$ cat src/rtl/audio_buffer_ctrl.sv
// Record/playback sequencer owning both ports of the audio BRAM: records incoming
// samples through port B and replays them through port A at the playback tick rate.
module audio_buffer_ctrl #(
    parameter int WIDTH        = 8,
    parameter int DEPTH        = 40_000,
    parameter int ADDR_WIDTH   = $clog2(DEPTH),
    parameter int READ_LATENCY = 2
) (
    input  logic                  clk_in,
    input  logic                  rst_in,
    input  logic                  record_in,
    input  logic                  play_in,
    input  logic                  stop_in,
    input  logic                  loop_in,
    input  logic [WIDTH-1:0]      sample_in,
    input  logic                  sample_valid_in,
    input  logic                  tick_in,
    output logic [ADDR_WIDTH-1:0] wr_addr_out,
    output logic [WIDTH-1:0]      wr_data_out,
    output logic                  wr_en_out,
    output logic [ADDR_WIDTH-1:0] rd_addr_out,
    input  logic [WIDTH-1:0]      rd_data_in,
    output logic [WIDTH-1:0]      sample_out,
    output logic                  sample_valid_out,
    output logic [ADDR_WIDTH:0]   length_out,
    output logic [1:0]            state_out,
    output logic                  busy_out
);

    localparam logic [1:0] IDLE   = 2'd0;
    localparam logic [1:0] RECORD = 2'd1;
    localparam logic [1:0] PLAY   = 2'd2;

    localparam logic [ADDR_WIDTH:0] LAST_WR_LEN = (ADDR_WIDTH+1)'(DEPTH - 1);

    logic [1:0]              state;
    logic [ADDR_WIDTH-1:0]   rd_ptr;
    logic                    issue_done;
    logic [READ_LATENCY:0]   valid_pipe;
    logic [READ_LATENCY:0]   last_pipe;
    logic [ADDR_WIDTH:0]     next_rd_count;
    logic                    is_last_idx;
    logic                    tick_issue;
    logic                    last_issue;
    logic                    discard;

    assign next_rd_count = {1'b0, rd_ptr} + (ADDR_WIDTH+1)'(1);
    assign is_last_idx   = (next_rd_count == length_out);
    assign discard       = (state == PLAY) && stop_in;
    assign tick_issue    = (state == PLAY) && tick_in && !issue_done && !stop_in;
    // last_pipe rides alongside valid_pipe so the final pulse can drop us back to IDLE.
    assign last_issue    = tick_issue && is_last_idx && !loop_in;

    assign state_out = state;
    assign busy_out  = (state != IDLE);

    always_ff @(posedge clk_in) begin
        if (rst_in) begin
            state            <= IDLE;
            rd_ptr           <= '0;
            issue_done       <= 1'b0;
            valid_pipe       <= '0;
            last_pipe        <= '0;
            wr_addr_out      <= '0;
            wr_data_out      <= '0;
            wr_en_out        <= 1'b0;
            rd_addr_out      <= '0;
            sample_out       <= '0;
            sample_valid_out <= 1'b0;
            length_out       <= '0;
        end else begin
            wr_en_out        <= 1'b0;
            sample_valid_out <= 1'b0;

            if (discard) begin
                valid_pipe <= '0;
                last_pipe  <= '0;
            end else begin
                valid_pipe <= {valid_pipe[READ_LATENCY-1:0], tick_issue};
                last_pipe  <= {last_pipe[READ_LATENCY-1:0], last_issue};
            end

            if (valid_pipe[READ_LATENCY] && !discard) begin
                sample_out       <= rd_data_in;
                sample_valid_out <= 1'b1;
                if (last_pipe[READ_LATENCY]) begin
                    state <= IDLE;
                end
            end

            case (state)
                IDLE: begin
                    if (stop_in) begin
                        state <= IDLE;
                    end else if (record_in) begin
                        state      <= RECORD;
                        length_out <= '0;
                    end else if (play_in && (length_out != '0)) begin
                        state      <= PLAY;
                        rd_ptr     <= '0;
                        issue_done <= 1'b0;
                    end
                end
                RECORD: begin
                    if (stop_in) begin
                        state <= IDLE;
                    end else if (sample_valid_in) begin
                        wr_en_out   <= 1'b1;
                        wr_addr_out <= length_out[ADDR_WIDTH-1:0];
                        wr_data_out <= sample_in;
                        length_out  <= length_out + (ADDR_WIDTH+1)'(1);
                        if (length_out == LAST_WR_LEN) begin
                            state <= IDLE;
                        end
                    end
                end
                PLAY: begin
                    if (stop_in) begin
                        state <= IDLE;
                    end else if (tick_issue) begin
                        rd_addr_out <= rd_ptr;
                        if (is_last_idx) begin
                            if (loop_in) begin
                                rd_ptr <= '0;
                            end else begin
                                issue_done <= 1'b1;
                            end
                        end else begin
                            rd_ptr <= rd_ptr + ADDR_WIDTH'(1);
                        end
                    end
                end
                default: state <= IDLE;
            endcase
        end
    end

endmodule

$ cat config.mk
export PLATFORM = sky130hd
export DESIGN_NAME = audio_buffer_ctrl
export DESIGN_NICKNAME = d
export VERILOG_FILES = /design/src/rtl/audio_buffer_ctrl.sv
export SDC_FILE = /design/constraint.sdc
export NUM_CORES = 1
export LEC_CHECK = 0
export BUFFER_PORTS_ARGS = -buffer_cell sky130_fd_sc_hd__buf_2
export CORE_MARGIN = 4
export CORE_UTILIZATION = 59
export DETAILED_ROUTE_END_ITERATION = 10
export HOLD_SLACK_MARGIN = 0.15
export PLACE_DENSITY = 0.95
export SYNTH_ARGS = -nofsm -noshare
export SYNTH_HDL_FRONTEND = slang
export SYNTH_SLANG_ARGS = --single-unit
$ cat constraint.sdc
create_clock -name clk_in -period 5.12 [get_ports clk_in]
set_clock_uncertainty 0.05 [all_clocks]
set_input_delay 1.024 -clock clk_in [delete_from_list [all_inputs] [get_ports clk_in]]
set_output_delay 1.024 -clock clk_in [all_outputs]
set_load 0.05 [all_outputs]
==> flow_metrics.env, run 1 <==
export IMPL_status="finished clean"
export IMPL_setup_viol=0
export IMPL_setup_ws_ps=1359
export IMPL_globalRouteMet1Util_pct=37.18
export IMPL_r2r_cells=8
export IMPL_final_setup_tns_ps=0
export IMPL_root_buffer="clkbuf_8"
export IMPL_hp_class="register to register"
export IMPL_first_pass_iters=5
export IMPL_insertion_delay_ps=370
export IMPL_use_met3_pct=5.259
export IMPL_cts_htree_levels=3
export IMPL_wl_per_cell_um=16.53
export IMPL_power_total_w=0.001316
export IMPL_place_gp_congestion=0.9362
export IMPL_cts_reportedPaths_clkPinSlew_ps=100
export IMPL_start_kind="register"
export IMPL_cap_viol_max_count=0
export IMPL_drc_errors=0
export IMPL_nets=661
export IMPL_gr_max_usage_layer="met2"
export IMPL_ctsResizeCount=0
export IMPL_grt_total_usage_pct=27.08
export IMPL_grt_overflow=0
export IMPL_period_minus_slack_ps=3761
export IMPL_rsz0062_at_grt="false"
export IMPL_start_util_pct=61.12
export IMPL_seqCellArea_mm2=0.001842
export IMPL_numCtsBuffers=9
export IMPL_hold_viol=0
export IMPL_yosys_warnings=0
export IMPL_diodes=0
export IMPL_final_period_utilization_pct=73.46
export IMPL_die_height_um=94.91
export IMPL_crit_path_end="rd_ptr[12]"
export IMPL_holdWs_ps=380.2
export IMPL_netlist_area_mm2=0.004457
export IMPL_cts_hold_buffers=0
export IMPL_crit_start="rd_ptr[0]"
export IMPL_grt_pass1_vias=3914
export IMPL_clockBufferDepth=2
export IMPL_r2r_setup_slack_ps=1360
export IMPL_final_cell_mix="nand2_1 (111), buf_2 (93), dfxtp_1 (92)"
export IMPL_synth_cells=574
export IMPL_die_area_mm2=0.009008
export IMPL_wirelength_um=12200
export IMPL_floorplan_io_pins=94
export IMPL_antenna_found_initial=0
export IMPL_drive_gt1_share_pct=19.25
export IMPL_synth_edff_count=0
export IMPL_slew_headroom_pct=41.40
export IMPL_grt_max_degree=56
export IMPL_p_leak_nw=1.998
export IMPL_r2r_start="rd_ptr[0]"
export IMPL_post_cts_buffers=0
export IMPL_worst_pin_slew_ps=876.5
export IMPL_dp_hpwl_um=8882
export IMPL_area_delta_synth_final_pct=14.01
export IMPL_layout_commonest_cell="nand2_1"
export IMPL_seq_area_frac_synth_pct=41.33
export IMPL_die_w_um=94.91
export IMPL_antenna_left=0
export IMPL_via_count=4355
export IMPL_criticalPathCategory="register to register"
export IMPL_grtUsageMet2_pct=42.51
export IMPL_yosys_cell_types_count=55
export IMPL_max_freq_ghz=0.2659
export IMPL_r2r_end="rd_ptr[12]"
export IMPL_n_fill_cell=627
export IMPL_postLayoutCoreUtil_pct=69.68
export IMPL_slew_viol_final=0
export IMPL_drt_initial_drc_count=431
export IMPL_rows=31
export IMPL_cts_tree="built"
export IMPL_synth_nets=601
export IMPL_cts_sinks=92
export IMPL_via_per_inst=5.901
export IMPL_worstPathRequired_ps=5350
export IMPL_post_place_ws_ps=1485
export IMPL_multi_input_area_mm2=0.002331
export IMPL_worst_ep_arrival_time_ps=4000
export IMPL_cp_end_kind="register"
export IMPL_core_area_mm2=0.007292
export IMPL_crit_fanout=16
export IMPL_peakVddDrop_uv=190.0
export IMPL_p_per_area_mw_per_mm2=259.0
export IMPL_synth_ff_type="dfxtp_1"
export IMPL_syn_avg_cell_area_um2=7.764
export IMPL_synth_seq_cells=92
export IMPL_port_buffers=93
export IMPL_synthArstFlopShare_pct=0
export IMPL_grt_first_pass_wirelength_um=19240
[worst min path at each step]
stage,from,to,slack [ps],depth (start not counted)
after floorplan,last_pipe[0],last_pipe[1],360,1
after global placement,valid_pipe[0],valid_pipe[1],360,1
after detailed placement,last_pipe[1],last_pipe[2],370,1
after CTS,last_pipe[0],last_pipe[1],390,1
after global routing,valid_pipe[1],valid_pipe[2],400,1
final,last_pipe[0],last_pipe[1],380,1
[final cells by class]
cell class,count,share of cell area [%]
timing repair buffer,96,9.604
tap,99,2.438
clock inverter,6,1.576
multi-input combinational,414,45.88
sequential,92,36.25
clock buffer,10,2.709
inverter,21,1.551
[power by group]
part | total (W) | internal, W | leakage, nW | switching (W)
clock | 0.000527 | 0.000248 | 0.106 | 0.000279
combinational | 0.0000674 | 0.0000202 | 1.15 | 0.0000472
sequential | 0.000722 | 0.000718 | 0.741 | 0.00000468
total | 0.00132 | 0.000985 | 2.00 | 0.000331
[worst max-delay path, stage by stage, from the launching register on]
cell and delay (ps):
dfxtp_1 530, ha_1 360, and4_1 490, a311o_1 260
a21bo_2 220, a2111o_1 330, or4_1 800, a2bb2oi_2 380
o221ai_1 250
[metal layers]
metal	share of wire (%)	wire length [um]
met3	8.3	1009
met5	0	0
met2	46	5670
met4	1.4	167
met1	44	5352
[stage by stage]
stage,instance area (um^2),cells
after floorplan,4457,574
after global placement,4863,722
after detailed placement,4863,722
after CTS,5081,738
after global routing,5081,738
final,5081,738
[cells in the mapped netlist (2+ instances only)]
master | number | area share (%)
a211oi_1 | 3 | 0.51
a21boi_0 | 2 | 0.34
a21oi_1 | 52 | 5.8
a311oi_1 | 2 | 0.39
and2_1 | 8 | 1.1
and3_1 | 8 | 1.1
and4_1 | 5 | 0.98
buf_2 | 8 | 0.90
buf_4 | 3 | 0.51
clkbuf_1 | 34 | 2.9
dfxtp_1 | 92 | 41
ha_1 | 3 | 0.84
inv_1 | 21 | 1.8
mux2_2 | 2 | 0.51
mux2i_1 | 3 | 0.67
nand2_1 | 111 | 9.3
nand2b_1 | 5 | 0.70
nand3_1 | 32 | 3.6
nand4_1 | 14 | 2.0
nor2_1 | 45 | 3.8
nor2b_1 | 6 | 0.84
nor3_1 | 8 | 0.90
nor4_1 | 12 | 1.7
o211ai_1 | 6 | 1.0
o21a_1 | 3 | 0.51
o21ai_0 | 5 | 0.56
o21ai_1 | 4 | 0.45
o221ai_1 | 7 | 1.4
o22ai_1 | 7 | 0.98
or2_2 | 3 | 0.42
or3_1 | 2 | 0.28
or4_1 | 2 | 0.34
xnor2_1 | 23 | 4.5
xor2_1 | 12 | 2.4
[state kept, by name, indices dropped and copies added, names as in the netlist]
signal            count
length_out           17
rd_addr_out          16
rd_ptr               16
wr_addr_out          16
sample_out            8
wr_data_out           8
last_pipe             3
valid_pipe            3
state_out             2
issue_done            1
sample_valid_out      1
wr_en_out             1
[cell families (layout without fill, tap and decap cells)]
logic type,Yosys count,in the layout,synth area share (%)
muxes,5,5,1.179
buffers and inverters,68,133,6.373
AOI/OAI and AO/OA,103,103,14.60
and+or+nand+nor,268,268,28.80
DFF,92,92,41.33
xor gates and xnor gates,35,35,6.878
adders and majority gates,3,3,0.8423
No activity file was read; power rests on OpenSTA's default activity.
==> run 2, diff against run 1 <==
--- a/config.mk
+++ b/config.mk
@@ -7,10 +7,10 @@
 export LEC_CHECK = 0
 export BUFFER_PORTS_ARGS = -buffer_cell sky130_fd_sc_hd__buf_2
 export CORE_MARGIN = 4
-export CORE_UTILIZATION = 59
+export CORE_UTILIZATION = 49
 export DETAILED_ROUTE_END_ITERATION = 10
 export HOLD_SLACK_MARGIN = 0.15
-export PLACE_DENSITY = 0.95
+export PLACE_DENSITY = 0.86
 export SYNTH_ARGS = -nofsm -noshare
 export SYNTH_HDL_FRONTEND = slang
 export SYNTH_SLANG_ARGS = --single-unit
==> constraint.sdc (replaced) <==
create_clock -name clk_in -period 3.4 [get_ports clk_in]
set_clock_uncertainty 0.05 [all_clocks]
set_input_delay 0.68 -clock clk_in [delete_from_list [all_inputs] [get_ports clk_in]]
set_output_delay 0.68 -clock clk_in [all_outputs]
set_load 0.05 [all_outputs]
==> run 2 against run 1 <==
  * Cell area up 4.3%
  * Combinational power is 59% higher
  * Hold slack better by 2.2 ps
  * Sequential cell count unchanged
  * Routed wire length grew 7.4%
  * Global-route usage fell by 2.5 points
  * Sequential power rose by 51%
  * Die area up 19%
  * Via count is 3.5% higher
==> flow_metrics.env, run 2 (synthesis results as in run 1) <==
export IMPL_max_freq_ghz=0.3147
export IMPL_via_count=4508
export IMPL_crit_chain="buf_4 > nand4_4 > or4_4 > a311oi_1 > o2111ai_1 > or4_1 > a2bb2oi_2 > o221ai_1"
export IMPL_area_delta_synth_final_pct=18.89
export IMPL_numCtsBuffers=9
export IMPL_core_area_mm2=0.008806
export IMPL_antenna_left=0
export IMPL_wl_per_cell_um=16.97
export IMPL_m1WireLength_um=5630
export IMPL_worstPathRequired_ps=3630
export IMPL_final_setup_tns_ps=0
export IMPL_rows=34
export IMPL_grt_pass1_vias=4052
export IMPL_met3_length_um=1109
export IMPL_port_buffers=93
export IMPL_largest_reg_flops=17
export IMPL_diodes=0
export IMPL_critical_path_top_delay_family="simple AND/OR/NAND/NOR gates"
export IMPL_grt_max_degree=57
export IMPL_worst_path_max_delay_cell="or4_1"
export IMPL_cp_slowest_stage_delay_ps=700
export IMPL_die_w_um=103.4
export IMPL_first_pass_iters=7
export IMPL_worst_ep_arrival_time_ps=3410
export IMPL_slew_headroom_pct=37.76
export IMPL_grt_first_pass_wirelength_um=20490
export IMPL_grt_total_usage_pct=24.58
export IMPL_drt_initial_drc_count=433
export IMPL_die_height_um=103.4
export IMPL_peakVddDrop_uv=195.9
export IMPL_postLayoutCoreUtil_pct=60.17
export IMPL_grt_overflow=0
export IMPL_antenna_found_initial=0
export IMPL_crit_fanout=16
export IMPL_start_kind="register"
export IMPL_place_gp_congestion=0.9559
export IMPL_critPathBufInv=1
export IMPL_hold_viol=0
export IMPL_worst_pin_slew_ps=930.1
export IMPL_wirelength_um=13100
export IMPL_cp_end_kind="register"
export IMPL_cap_viol_max_count=0
export IMPL_highest_layer="met4"
export IMPL_top_register="length_out"
export IMPL_floorplan_io_pins=94
export IMPL_cts_tree="built"
export IMPL_insertion_delay_ps=370
export IMPL_criticalPathCategory="register to register"
export IMPL_p_per_area_mw_per_mm2=381.4
export IMPL_cts_sinks=92
export IMPL_status="finished clean"
export IMPL_setup_viol=0
export IMPL_cts_reportedPaths_clkPinSlew_ps=90
export IMPL_p_leak_nw=2.128
export IMPL_via_per_inst=5.839
export IMPL_die_area_mm2=0.01069
export IMPL_slew_viol_final=0
export IMPL_rsz0062_at_grt="false"
export IMPL_final_period_utilization_pct=93.47
export IMPL_drive_gt1_share_pct=22.59
export IMPL_hp_class="register to register"
export IMPL_drc_errors=0
export IMPL_cts_htree_levels=3
export IMPL_dr_wl_met2_um=6088
export IMPL_nets=687
export IMPL_final_cell_mix="nand2_1 (111), buf_2 (93), dfxtp_1 (91)"
export IMPL_dp_hpwl_um=9797
export IMPL_clockBufferDepth=2
export IMPL_start_util_pct=50.61
export IMPL_cts_hold_buffers=0
export IMPL_period_minus_slack_ps=3178
export IMPL_layout_commonest_cell="nand2_1"
export IMPL_root_buffer="clkbuf_8"
run 2: cell types whose count changed in the layout (fill, tap and decap cells not counted), sizes merged:
cell	previous run	this run
clkinv	2	3
buf	96	122
inv	23	21
bufinv	1	2
clkbuf	10	9
run 2: final cells by class:
class	instances	area [um^2]
inverter	21	78.83
tap	108	135.1
sequential	92	1843
timing repair buffer	122	683.2
clock inverter	6	101.3
fill	774	3507
clock buffer	9	123.9
multi-input combinational	414	2333
run 2: worst paths after layout:
check,start,to,slack [ps],cells after the start
setup reg to reg,rd_ptr[0],rd_ptr[6],220,8
hold / removal,last_pipe[0],last_pipe[1],380,1
hold reg to reg,last_pipe[0],last_pipe[1],380,1
setup / recovery,rd_ptr[0],rd_ptr[6],220,8
run 2: stage by stage:
stage	hold slack (ps)	instances	worst slack [ps]	area, um^2	power, W
6_report	382.3	772	221.9	5299	0.002021
5_1_grt	405.9	772	37.35	5299	0.002069
3_3_place_gp	359.8	757	353.9	5070	0.001214
3_5_place_dp	364.6	757	200.4	5070	0.001216
2_1_floorplan	355.7	574	263.6	4457	0.001183
4_1_cts	385.1	772	168.8	5295	0.002026
run 2: what timing repair did:
action                                  in CTS  in global routing
gates resized for setup                      0                  2
endpoints found under the setup margin       0                  8
setup buffers                                0                  0
run 2: per-layer routing:
metal | global-route usage [%] | vias to the layer above
met5 | 0 | -
met4 | 7.669 | 0
met3 | 4.762 | 30
met2 | 38.68 | 216
met1 | 34.09 | 2117
li1 | - | 2145
run 2: report_power, final:
| part | internal (W) | switching, W | total [W] |
|---|---|---|---|
| registers | 0.00108 | 0.00000451 | 0.00109 |
| clock network | 0.000419 | 0.000410 | 0.000829 |
| logic | 0.0000343 | 0.0000729 | 0.000107 |
==> run 3, diff against run 2 <==
--- a/config.mk
+++ b/config.mk
@@ -11,6 +11,7 @@
 export DETAILED_ROUTE_END_ITERATION = 10
 export HOLD_SLACK_MARGIN = 0.15
 export PLACE_DENSITY = 0.86
+export REMOVE_ABC_BUFFERS = 1
 export SYNTH_ARGS = -nofsm -noshare
 export SYNTH_HDL_FRONTEND = slang
 export SYNTH_SLANG_ARGS = --single-unit
==> run 3 against run 2 <==
  * Sequential share of layout area about the same
  * Non-clock buffer count up 5
  * Sequential cell count unchanged
  * Sequential power about the same
  * Routed wire length down 1.3%
  * Critical endpoint is now rd_ptr[5]
  * Largest power group unchanged
  * Highest routed layer unchanged
==> flow_metrics.env, run 3 (synthesis results as in run 1) <==
export IMPL_slew_viol_final=0
export IMPL_die_area_mm2=0.01069
export IMPL_core_area_mm2=0.008806
export IMPL_r2r_setup_slack_ps=140
export IMPL_die_height_um=103.4
export IMPL_drt_initial_drc_count=270
export IMPL_nets=692
export IMPL_power_internal_w=0.001389
export IMPL_first_pass_iters=4
export IMPL_seq_power_share_pct=57.8
export IMPL_status="finished clean"
export IMPL_pwr_share_clk_pct=36.4
export IMPL_hold_path_startpoint="valid_pipe[0]"
export IMPL_min_delay_path_depth=1
export IMPL_insertion_delay_ps=360
export IMPL_worstPathRequired_ps=3620
export IMPL_cts_reportedPaths_clkPinSlew_ps=100
export IMPL_worst_ep_arrival_time_ps=3480
export IMPL_diodes=0
export IMPL_grt_overflow=0
export IMPL_start_util_pct=50.61
export IMPL_dp_hpwl_um=9918
export IMPL_sw_frac_of_total_pct=25.97
export IMPL_root_buffer="clkbuf_8"
export IMPL_grt_total_usage_pct=24.51
export IMPL_slew_headroom_pct=39.53
export IMPL_antenna_found_initial=0
export IMPL_final_cell_mix="nand2_1 (111), buf_2 (93), dfxtp_1 (92)"
export IMPL_via_count=4414
export IMPL_via_per_inst=5.674
export IMPL_drc_errors=0
export IMPL_cap_viol_max_count=0
export IMPL_port_buffers=93
export IMPL_hp_class="register to register"
export IMPL_r2r_cells=8
export IMPL_worst_pin_slew_ps=904.5
export IMPL_m1WireLength_um=5612
export IMPL_start_kind="register"
export IMPL_grt_first_pass_wirelength_um=20490
export IMPL_setup_viol=0
export IMPL_drive_gt1_share_pct=22.99
export IMPL_place_gp_congestion=0.8997
export IMPL_period_minus_slack_ps=3260
export IMPL_p_switching_w=0.0004873
export IMPL_cts_sinks=92
export IMPL_p_per_area_mw_per_mm2=354.1
export IMPL_dr_wl_met2_um=6465
export IMPL_final_setup_tns_ps=0
export IMPL_cts_htree_levels=3
export IMPL_criticalPathCategory="register to register"
export IMPL_clockBufferDepth=2
export IMPL_place_inst=762
export IMPL_cts_tree="built"
export IMPL_crit_fanout=16
export IMPL_holdWs_ps=395.4
export IMPL_r2r_start="rd_ptr[1]"
export IMPL_wirelength_um=12930
export IMPL_grt_max_degree=39
export IMPL_rows=34
export IMPL_p_leak_nw=2.131
export IMPL_hold_viol=0
export IMPL_layout_commonest_cell="nand2_1"
export IMPL_numCtsBuffers=9
export IMPL_peakVddDrop_uv=194.1
export IMPL_met3_length_um=643
export IMPL_largest_reg_flops=17
export IMPL_wl_per_cell_um=16.62
export IMPL_highest_layer="met4"
export IMPL_hold_end="valid_pipe[1]"
export IMPL_final_period_utilization_pct=95.87
export IMPL_max_freq_ghz=0.3068
export IMPL_r2r_end="rd_ptr[5]"
export IMPL_power_frac_comb_pct=5.8
export IMPL_grt_pass1_vias=4135
export IMPL_setup_ws_ps=140.5
export IMPL_rsz0062_at_grt="false"
export IMPL_area_delta_synth_final_pct=18.89
export IMPL_die_w_um=103.4
export IMPL_cp_end_kind="register"
export IMPL_final_cells=778
export IMPL_floorplan_io_pins=94
export IMPL_top_register="length_out"
export IMPL_post_place_ws_ps=166.5
export IMPL_antenna_left=0
==> run 3: power by group through the flow <==
stage	logic [W]	registers (W)	clock network, W
final	0.000108	0.00109	0.000683
after global routing	0.000118	0.00109	0.000739
after CTS	0.000108	0.00109	0.000695
after detailed placement	0.000107	0.00111	0
after global placement	0.000105	0.00111	0
after floorplan	0.0000424	0.00112	0
==> run 3: what timing repair did <==
item	CTS	global route
endpoints found under the setup margin	0	7
buffers inserted	0	0
gates resized for setup	0	1
hold buffers	0	0
==> run 3: layout make-up <==
cell class / count / area (um^2)
fill: 813 / 3507
multi-input combinational: 414 / 2333
sequential: 92 / 1842
timing repair buffer: 127 / 733.2
tap: 108 / 135.1
clock buffer: 10 / 127.6
inverter: 21 / 78.83
clock inverter: 6 / 48.80
==> run 3: routing by layer <==
layer  vias to the layer above  global-route usage, %
met5                         -                      0
met4                         0                  6.873
met1                      2112                  31.41
met2                       136                  42.99
met3                        20                  3.353
li1                       2146                      -
==> run 3: stage by stage <==
stage          power (W)  cell area, um^2  utilization, %
2_1_floorplan   0.001167             4252               -
3_3_place_gp    0.001215             5120           58.14
3_5_place_dp    0.001217             5120           58.14
4_1_cts         0.001888             5296           60.14
5_1_grt         0.001943             5299           60.17
6_report        0.001876             5299           60.17
==> run 3: worst max path at each step <==
stage	from	end	slack (ps)	cells after the start
5_1_grt	rd_ptr[1]	rd_ptr[9]	6	8
4_1_cts	rd_ptr[1]	rd_ptr[5]	140	8
6_report	rd_ptr[1]	rd_ptr[5]	140	8
2_1_floorplan	rd_ptr[0]	rd_ptr[12]	260	8
3_3_place_gp	rd_ptr[1]	rd_ptr[9]	270	8
3_5_place_dp	rd_ptr[1]	rd_ptr[5]	170	8
==> run 3: worst max-delay path, cell delays in order (launching register included) <==
cell and delay (ps):
dfxtp_1 470, ha_2 310, and4_1 340, a311o_1 230, a21bo_2 220, a2111o_1 330
or4_1 630, a2bb2oi_2 320, o221ai_1 260
